### config.mk
export PLATFORM = sky130hd
export DESIGN_NAME = inst_encoder
export DESIGN_NICKNAME = d
export VERILOG_FILES = /design/src/rtl/inst_encoder_pkg.sv /design/src/rtl/inst_fifo2.sv /design/src/rtl/inst_encoder.sv
export SDC_FILE = /design/constraint.sdc
export NUM_CORES = 1
export LEC_CHECK = 0
export ABC_AREA = 1
export CAP_MARGIN = 20
export CORE_UTILIZATION = 49
export CTS_BUF_LIST = sky130_fd_sc_hd__clkbuf_16
export DETAILED_ROUTE_END_ITERATION = 10
export GPL_TIMING_DRIVEN = 0
export PLACE_DENSITY = 0.81
export SETUP_SLACK_MARGIN = 0.05
export SLEW_MARGIN = 40
export SYNTH_ARGS = -nofsm -noshare
export SYNTH_HDL_FRONTEND = slang
export SYNTH_SLANG_ARGS = --single-unit
### constraint.sdc
create_clock -name clk -period 2.2 [get_ports clk]
set_clock_uncertainty 0.1 [all_clocks]
set_input_delay 0.33 -clock clk [delete_from_list [all_inputs] [get_ports clk]]
set_output_delay 0.33 -clock clk [all_outputs]
set_load 0.005 [all_outputs]
### src/rtl/inst_encoder_pkg.sv
// Shared encoding constants for the instruction encoder and the matching
// decoder. Kind codes select the request format; opcode constants are the
// fixed low bits placed in word[3:0]; the immediate widths are the signed
// field widths each format can carry.
package inst_encoder_pkg;

    // Request kinds
    localparam logic [2:0] KIND_RTYPE = 3'd0;
    localparam logic [2:0] KIND_ADDI  = 3'd1;
    localparam logic [2:0] KIND_LW    = 3'd2;
    localparam logic [2:0] KIND_SW    = 3'd3;
    localparam logic [2:0] KIND_BEQ   = 3'd4;
    localparam logic [2:0] KIND_BGT   = 3'd5;
    localparam logic [2:0] KIND_JAL   = 3'd6;

    // Base opcodes (word[3:0]); SW and JAL carry an immediate bit in word[3]
    localparam logic [3:0] OPC_ADDI   = 4'b0001;
    localparam logic [3:0] OPC_LW     = 4'b1001;
    localparam logic [2:0] OPC_SW_LO  = 3'b010;
    localparam logic [3:0] OPC_BEQ    = 4'b0011;
    localparam logic [3:0] OPC_BGT    = 4'b1011;
    localparam logic [2:0] OPC_JAL_LO = 3'b100;

    // Signed immediate field widths
    localparam int IMM_W_I = 4;   // ADDI / LW
    localparam int IMM_W_S = 5;   // SW
    localparam int IMM_W_B = 4;   // BEQ / BGT
    localparam int IMM_W_J = 9;   // JAL

    // True when the 16-bit two's complement value fits in a signed field of
    // 'width' bits: every bit from width-1 upward must equal the sign bit.
    function automatic logic imm_fits(input logic [15:0] imm, input int width);
        logic ok;
        ok = 1'b1;
        for (int i = 0; i < 16; i++) begin
            if ((i >= width - 1) && (imm[i] != imm[15]))
                ok = 1'b0;
        end
        return ok;
    endfunction

    // RTYPE opcodes whose low three bits collide with the I/S/B/J formats
    function automatic logic rtype_opc_reserved(input logic [3:0] opc);
        return (opc[2:0] >= 3'b001) && (opc[2:0] <= 3'b100);
    endfunction

endpackage

### src/rtl/inst_fifo2.sv
// Two-entry first-in first-out buffer with valid/ready on both sides.
// Ports:
//   clk, rst_n             clock, asynchronous active-low reset (empties FIFO)
//   wr_valid/wr_ready/wr_data   write side; wr_ready = not full
//   rd_valid/rd_ready/rd_data   read side; rd_data is the head entry
module inst_fifo2 #(
    parameter int DATA_W = 16
) (
    input  logic              clk,
    input  logic              rst_n,
    input  logic              wr_valid,
    output logic              wr_ready,
    input  logic [DATA_W-1:0] wr_data,
    output logic              rd_valid,
    input  logic              rd_ready,
    output logic [DATA_W-1:0] rd_data
);

    logic [DATA_W-1:0] mem_reg [2];
    logic              wr_ptr_reg;
    logic              rd_ptr_reg;
    logic [1:0]        count_reg;
    logic              wr_fire;
    logic              rd_fire;

    assign wr_ready = (count_reg != 2'd2);
    assign rd_valid = (count_reg != 2'd0);
    assign rd_data  = mem_reg[rd_ptr_reg];
    assign wr_fire  = wr_valid && wr_ready;
    assign rd_fire  = rd_valid && rd_ready;

    always_ff @(posedge clk or negedge rst_n) begin
        if (!rst_n) begin
            for (int i = 0; i < 2; i++)
                mem_reg[i] <= '0;
            wr_ptr_reg <= 1'b0;
            rd_ptr_reg <= 1'b0;
            count_reg  <= 2'd0;
        end else begin
            if (wr_fire) begin
                mem_reg[wr_ptr_reg] <= wr_data;
                wr_ptr_reg          <= ~wr_ptr_reg;
            end
            if (rd_fire)
                rd_ptr_reg <= ~rd_ptr_reg;
            // Push and pop together leave the occupancy unchanged
            case ({wr_fire, rd_fire})
                2'b10:   count_reg <= count_reg + 2'd1;
                2'b01:   count_reg <= count_reg - 2'd1;
                default: count_reg <= count_reg;
            endcase
        end
    end

endmodule

### src/rtl/inst_encoder.sv
// Instruction encoder: turns structured requests into 16-bit instruction
// words, rejects malformed requests, buffers words in a 2-entry FIFO and
// pairs each outgoing word with a sequential write address.
// Ports:
//   clk, rst_n        clock, asynchronous active-low reset
//   start, base_addr  reload address counter and clear error count
//   in_*              request handshake and fields
//   out_valid/out_ready/out_inst/out_addr   word output to instruction memory
//   err_pulse, err_cnt                      rejection flag and saturating count
module inst_encoder
    import inst_encoder_pkg::*;
#(
    parameter int ADDR_W = 8,
    parameter int ERR_W  = 8
) (
    input  logic              clk,
    input  logic              rst_n,
    input  logic              start,
    input  logic [ADDR_W-1:0] base_addr,
    input  logic              in_valid,
    output logic              in_ready,
    input  logic [2:0]        in_kind,
    input  logic [3:0]        in_opc,
    input  logic [3:0]        in_rd,
    input  logic [3:0]        in_rs1,
    input  logic [3:0]        in_rs2,
    input  logic [15:0]       in_imm,
    output logic              out_valid,
    input  logic              out_ready,
    output logic [15:0]       out_inst,
    output logic [ADDR_W-1:0] out_addr,
    output logic              err_pulse,
    output logic [ERR_W-1:0]  err_cnt
);

    localparam logic [ADDR_W-1:0] ADDR_ONE = 1;
    localparam logic [ERR_W-1:0]  ERR_ONE  = 1;
    localparam logic [ERR_W-1:0]  ERR_MAX  = '1;

    logic [15:0]       enc_inst;
    logic              enc_ok;
    logic              reject;
    logic              pop;
    logic [ADDR_W-1:0] addr_reg;
    logic [ERR_W-1:0]  err_cnt_reg;
    logic              err_pulse_reg;

    // Field placement mirrors the core's immediate-generation scheme
    always_comb begin
        enc_inst = '0;
        enc_ok   = 1'b0;
        case (in_kind)
            KIND_RTYPE: begin
                enc_inst = {in_rs2, in_rs1, in_rd, in_opc};
                enc_ok   = !rtype_opc_reserved(in_opc);
            end
            KIND_ADDI: begin
                enc_inst = {in_imm[3:0], in_rs1, in_rd, OPC_ADDI};
                enc_ok   = imm_fits(in_imm, IMM_W_I);
            end
            KIND_LW: begin
                enc_inst = {in_imm[3:0], in_rs1, in_rd, OPC_LW};
                enc_ok   = imm_fits(in_imm, IMM_W_I);
            end
            KIND_SW: begin
                // imm[0] rides in the top opcode bit
                enc_inst = {in_rs2, in_rs1, in_imm[4:1], in_imm[0], OPC_SW_LO};
                enc_ok   = imm_fits(in_imm, IMM_W_S);
            end
            KIND_BEQ: begin
                enc_inst = {in_rs2, in_rs1, in_imm[3:0], OPC_BEQ};
                enc_ok   = imm_fits(in_imm, IMM_W_B);
            end
            KIND_BGT: begin
                enc_inst = {in_rs2, in_rs1, in_imm[3:0], OPC_BGT};
                enc_ok   = imm_fits(in_imm, IMM_W_B);
            end
            KIND_JAL: begin
                // imm[8] rides in the top opcode bit
                enc_inst = {in_imm[7:4], in_imm[3:0], in_rd, in_imm[8], OPC_JAL_LO};
                enc_ok   = imm_fits(in_imm, IMM_W_J);
            end
            default: begin
                enc_inst = '0;
                enc_ok   = 1'b0;
            end
        endcase
    end

    // A rejected request still completes the handshake but never reaches the FIFO
    assign reject = in_valid && in_ready && !enc_ok;
    assign pop    = out_valid && out_ready;

    inst_fifo2 #(
        .DATA_W (16)
    ) u_fifo (
        .clk      (clk),
        .rst_n    (rst_n),
        .wr_valid (in_valid && enc_ok),
        .wr_ready (in_ready),
        .wr_data  (enc_inst),
        .rd_valid (out_valid),
        .rd_ready (out_ready),
        .rd_data  (out_inst)
    );

    // Address is stamped when a word leaves; start overrides the increment so
    // a coincident pop uses the old address and the next word gets base_addr.
    always_ff @(posedge clk or negedge rst_n) begin
        if (!rst_n)
            addr_reg <= '0;
        else if (start)
            addr_reg <= base_addr;
        else if (pop)
            addr_reg <= addr_reg + ADDR_ONE;
    end

    always_ff @(posedge clk or negedge rst_n) begin
        if (!rst_n) begin
            err_cnt_reg   <= '0;
            err_pulse_reg <= 1'b0;
        end else begin
            err_pulse_reg <= reject;
            if (start)
                err_cnt_reg <= '0;
            else if (reject && (err_cnt_reg != ERR_MAX))
                err_cnt_reg <= err_cnt_reg + ERR_ONE;
        end
    end

    assign out_addr  = addr_reg;
    assign err_pulse = err_pulse_reg;
    assign err_cnt   = err_cnt_reg;

endmodule
After elaboration in Yosys (flattened, before gate mapping)
Cells that the tools add are included.
{"block": "totals", "latchBits": 0, "romBits": 0, "mem_bits_rw": 0, "elab_cells": 102, "n_memories": 0, "reg_bits": 53}
{"block": "op_classes", "n_addsub": 4, "bitwise_logic": 4, "n_mul": 0, "n_eq_ne": 22, "magnitude_cmp": 5, "div_mod_pow": 0, "n_reduce_logical": 16, "n_shift": 0, "n_mux": 43}
{"operator": "16-bit one-hot mux with 7 select lines", "count": 1}
{"operator": "16-bit two-way mux", "count": 4}
{"operator": "32-bit bitwise mux", "count": 1}
{"operator": "8-bit two-way mux", "count": 4}
{"operator": "1-bit two-way mux", "count": 30}
{"operator": "8-bit by 1-bit adder with 8-bit output, second input constant", "count": 2}
{"operator": "16-bit demux with 1-bit select", "count": 1}
{"operator": "1-bit inequality test", "count": 12}
{"operator": "3-bit equality test, second input constant", "count": 3}
{"operator": "1-bit logical AND", "count": 8}
{"operator": "8-bit inequality test, second input constant", "count": 1}
{"operator": "2-bit nonzero test", "count": 4}
{"operator": "3-bit by 2-bit equality test with 1-bit output, second input constant", "count": 2}
{"operator": "2-bit greater-or-equal comparator, second input constant", "count": 2}
{"operator": "1-bit inverter with 2-bit output", "count": 2}
{"operator": "1-bit one-hot mux with 4 select lines", "count": 1}
{"operator": "2-bit one-hot mux with 2 select lines", "count": 1}
{"operator": "4-bit OR reduction", "count": 1}
{"operator": "3-bit by 1-bit equality test with 1-bit output, second input constant", "count": 1}
{"operator": "3-bit by 1-bit greater-or-equal comparator with 1-bit output, second input constant", "count": 1}
{"operator": "3-bit <= comparator, second input constant", "count": 1}
{"operator": "3-bit zero test", "count": 1}
{"operator": "2-bit by 1-bit adder with 2-bit output, second input constant", "count": 1}
{"operator": "2-bit by 1-bit equality test with 1-bit output, second input constant", "count": 1}
{"operator": "6 further kinds", "count": 8}

Longest topological paths before layout
{"block": "logic_depth", "word_depth": 19, "ltp_mapped": 14, "depth_no_buf": 14}

Hierarchy
A second synthesis with hierarchy kept.
{"block": "unflattened", "cells_unflattened": 443, "area_unflattened_um2": 3251.9}
{"module": "inst_fifo2", "area_each_um2": 1779.2, "cells_each": 221, "seq_area_each_um2": 900.9, "instances": 1}
{"module": "inst_encoder", "area_each_um2": 1472.7, "cells_each": 222, "seq_area_each_um2": 425.4, "instances": 1}

Worst setup path before layout
Ideal clock, no wire load.
{"block": "synth_path", "kind": "input -> register", "start": "in in_imm[11]", "end": "reg u_fifo.count_reg[1]", "path_buffers": 0, "setup_ps": 131, "arrival_time_ps": 1699, "slack_ps": 270, "stages": 9, "path_cell_list": "or3_1 o22ai_2 nand2_2 nand2_4 nand2_1 ha_1 a21oi_1 o21ai_0 xor2_1"}
{"block": "synth_between", "elab_chain_cells": 10}
{"item": "start, declared", "line": "inst_encoder.sv:27", "source": "input logic [15:0] in_imm,"}
{"item": "1-bit inequality test *", "line": "inst_encoder_pkg.sv:36", "source": "if ((i >= width - 1) && (imm[i] != imm[15]))"}
{"item": "1-bit two-way mux (4 in a row)", "line": "inst_encoder_pkg.sv:36"}
{"item": "1-bit one-hot mux with 4 select lines *", "line": "inst_encoder.sv:52", "source": "case (in_kind)"}
{"item": "1-bit logical AND *", "line": "inst_encoder.sv:99", "source": ".wr_valid (in_valid && enc_ok),"}
{"item": "1-bit logical AND *", "line": "inst_fifo2.sv:29", "source": "assign wr_fire = wr_valid && wr_ready;"}
{"item": "2-bit by 1-bit equality test with 1-bit output or 2-bit equality test (tied branches)", "line": "inst_fifo2.sv:47", "source": "case ({wr_fire, rd_fire})"}
{"item": "2-bit one-hot mux with 2 select lines or 2-bit nonzero test (tied branches)"}
{"item": "end signal, assigned", "line": "inst_fifo2.sv:48", "source": "2'b10: count_reg <= count_reg + 2'd1;"}
{"item": "end signal, assigned", "line": "inst_fifo2.sv:49", "source": "2'b01: count_reg <= count_reg - 2'd1;"}
{"item": "end signal, assigned", "line": "inst_fifo2.sv:50", "source": "default: count_reg <= count_reg;"}
{"item": "end, declared", "line": "inst_fifo2.sv:22", "source": "logic [1:0] count_reg;"}
Mark *: on every way between the ends. The rest lies on a longest branch, timed or not.
A chain may end at the register's enable or synchronous reset.

Final worst setup path
Ends and elaborated chain as after synthesis.

==> impl_metrics.csv <==
group,metric,value,unit
sta,slew_headroom,59.20,%
global_route,grt_pass1_wl,13660,um
power,worst_ir_drop_vdd,0.5101,mV
drt,viasPerCell,5.355,
drt,drt_iter0_drc,257,
power,pwr_density_cell,908.9,mW/mm2
clock_network,cts_tree,"built",
layout,fin_nets,533,
place,gp_congestion,0.8739,
synthesis,syn_avg_cell_area,8.105,um2
synthesis,ys_ff_latch,53,
synthesis,synth-warning-count,0,
critical_path,critPathTopFamily,"simple AND/OR/NAND/NOR gates",
place,port_buffers,82,
critical_path,critical_path_class,"in2reg",
global_route,antenna_found_initial,0,
floorplanning,chipWidth,82.01,um
clock_network,clockBufferDepth,2,
floorplanning,fp.dieH,82.01,um
synthesis,synthAdderAreaFrac,1.197,%
place,dp_hpwl,6304,um
synthesis,yosys.area_share.xor_xnor,3.909,%
run,max_cap_viol_count,0,
sta,fin_crit_sh,96.88,%
critical_path,critical_path.max_fanout,4,
clock_network,cts-buffers-inserted,5,
layout,largest_reg_flops,32,
synthesis,syn-cell-area,0.003137,mm2
sta,rsz0062_at_grt,"yes",
sta,worst_slew_pin_slew,0.6120,ns
global_route,grt_pass1_vias,2824,
layout,final_common_cell,"nand2_1",
critical_path,crit_path_max_incr_delay,0.42,ns
drt,dr.pass1.iters,5,
floorplanning,rows,28,
place,dp.cells,545,
worst_hold_path,hold_path_class,"in2async",
power,p_total,0.003912,W
critical_path,crit_top_cell,"nand2_2",
clock_network,htree_levels,2,
floorplanning,fp.coreArea,0.006061,mm2
clock_network,clk_latency,0.29,ns
run_status,outcome,"finished clean",
global_route,grt_max_degree,35,
layout,final_cell_mix,"nand2_1, clkdlybuf4s50_1, dfrtp_1",
power,p_leak,2.039,nW
drt,route.detailed.drc,0,
critical_path,required,2.28,ns
sta,layout_setup_ws,0.06861,ns
drt,wl_per_cell,15.19,um
sta,hold_viol,0,
floorplanning,start_util,51.75,%
critical_path,crit_chain,"clkdlybuf4s50_1, or3_1, o22ai_2, nand2_2, nand2_4, nand2_2, ha_4, a21oi_1, o21ai_1, xor2_1",
floorplanning,ioPinCount,83,
layout,finalNonFillerCells,558,
drt,wl,8477,um
synthesis,post_synth_num_cell_types,32,
sta,report.final.setup_viol,0,
critical_path,arrival,2.21,ns
synthesis,yosys.area_share.simple,29.68,%
synthesis,yosysSeqAreaShare,42.28,%
sta,drv_slew,0,
drt,num_vias,2988,
clock_network,path_clk_slew,0.07,ns
floorplanning,die-area,0.006726,mm2
global_route,grt-ovfl-total,0,
sta,fmax,469.2,MHz
synthesis,synthMuxAreaShare,0,%
sta,finalWorstPathRequiredPeriod,2.131,ns
clock_network,cts_sinks,53,
global_route,grt_usage,27.19,%
layout,area_delta_synth_final,37.22,%
clock_network,cts_root_buffer,"clkbuf_16",
layout,drive_gt1_share,20.70,%
critical_path,slowest_stage,"clkdlybuf4s50_1",
layout,diodes,0,
synthesis,synth_top_family_by_area,"simple AND/OR/NAND/NOR gates",
place,post-place-ws,-0.4844,ns
drt,drtAntennaViolNets,0,
critical_path,crit_path_start_kind,"input port",
synthesis,syn_nets,438,
synthesis,synth_compound_area_share,16.23,%
critical_path,worst_setup_path_end_kind,"flip-flop",
critical_path,critPathBufInv,1,
synthesis,synthCells,387,
## metrics by stage
| stage | hold slack, ns | area [um2] | utilization (%) | TNS [ns] |
|---|---|---|---|---|
| global placement | 0.3645 | 4051 | 66.85 | -52.66 |
| floorplan | -0.06559 | 3137 | - | 0 |
| global route | 0.3895 | 4304 | 71.02 | 0 |
| detailed placement | 0.1303 | 4069 | 67.13 | -7.096 |
| CTS | 0.3637 | 4259 | 70.27 | 0 |
| finish | 0.3504 | 4304 | 71.02 | 0 |
## Yosys cell counts, drive strengths merged
master	instances	area share, %
o21ai	41	10
o22ai	6	1.4
o221ai	1	0.28
ha	3	1.2
clkinv	1	0.12
nor3b	1	0.24
a21oi	10	1.6
o211ai	2	0.48
nor3	3	0.64
buf	6	2.2
nor2	32	3.9
xor2	7	2.0
or3	1	0.20
nand2	144	20
clkbuf	5	0.60
a221oi	4	1.1
nand4	2	0.60
dfrtp	53	42
nand3	22	4.3
a211oi	3	0.72
o311ai	1	0.28
xnor2	7	2.0
inv	32	3.8
## cell type report
cell class	count	area (um2)
tap	75	93.84
buffer	10	97.59
timing repair buffer	89	884.6
fill	479	1757
clock buffer	5	125.1
sequential	53	1328
clock inverter	3	13.76
multi-input combinational	290	1633
inverter	33	128.9
## power by group
group / total, W / switching, W / internal (W)
Clock: 0.000760 / 0.000345 / 0.000414
Combinational: 0.00162 / 0.000754 / 0.000864
Sequential: 0.00153 / 0.000254 / 0.00128
## per-layer routing
| layer | share of wire [%] | track usage, % | wire length (um) | up-vias |
|---|---|---|---|---|
| li1 | - | - | - | 1444 |
| met1 | 44 | 35.03 | 3696 | 1426 |
| met2 | 49 | 45.87 | 4150 | 98 |
| met3 | 5.2 | 4.889 | 441 | 20 |
| met4 | 2.2 | 8.772 | 189 | 0 |
| met5 | 0 | 0 | 0 | - |
## cell families after synthesis
kind of cell / Yosys count
and+or+nand+nor: 205
AOI/OAI and AO/OA: 68
DFF: 53
adders and majority gates: 3
buffers and inverters: 44
xor gates and xnor gates: 14
## worst paths after layout
path / slack (ns) / cells past startpoint / startpoint / endpoint
max in group asynchronous: 1.18 / 3 / rst_n / u_fifo.mem_reg[24]$_DFFE_PN0P_
worst max-delay path: 0.07 / 10 / in_imm[11] / u_fifo.count_reg[1]$_DFFE_PN0P_
min in group clk: 0.39 / 2 / u_fifo.mem_reg[27]$_DFFE_PN0P_ / u_fifo.mem_reg[27]$_DFFE_PN0P_
worst min-delay path: 0.35 / 2 / rst_n / u_fifo.rd_ptr_reg$_DFFE_PN0P_
worst min register to register: 0.39 / 2 / u_fifo.mem_reg[27]$_DFFE_PN0P_ / u_fifo.mem_reg[27]$_DFFE_PN0P_
worst max register to register: 0.29 / 8 / err_cnt[0]$_DFFE_PN0P_ / err_cnt[0]$_DFFE_PN0P_
## repair_timing
action,CTS,global route
buffers inserted,1,4
hold buffers,1,0
pin swaps,3,2
endpoints found under the setup margin,18,12
gates resized for setup,17,11
endpoints found under the hold margin,19,0
No activity file was read; power rests on OpenSTA's default activity.
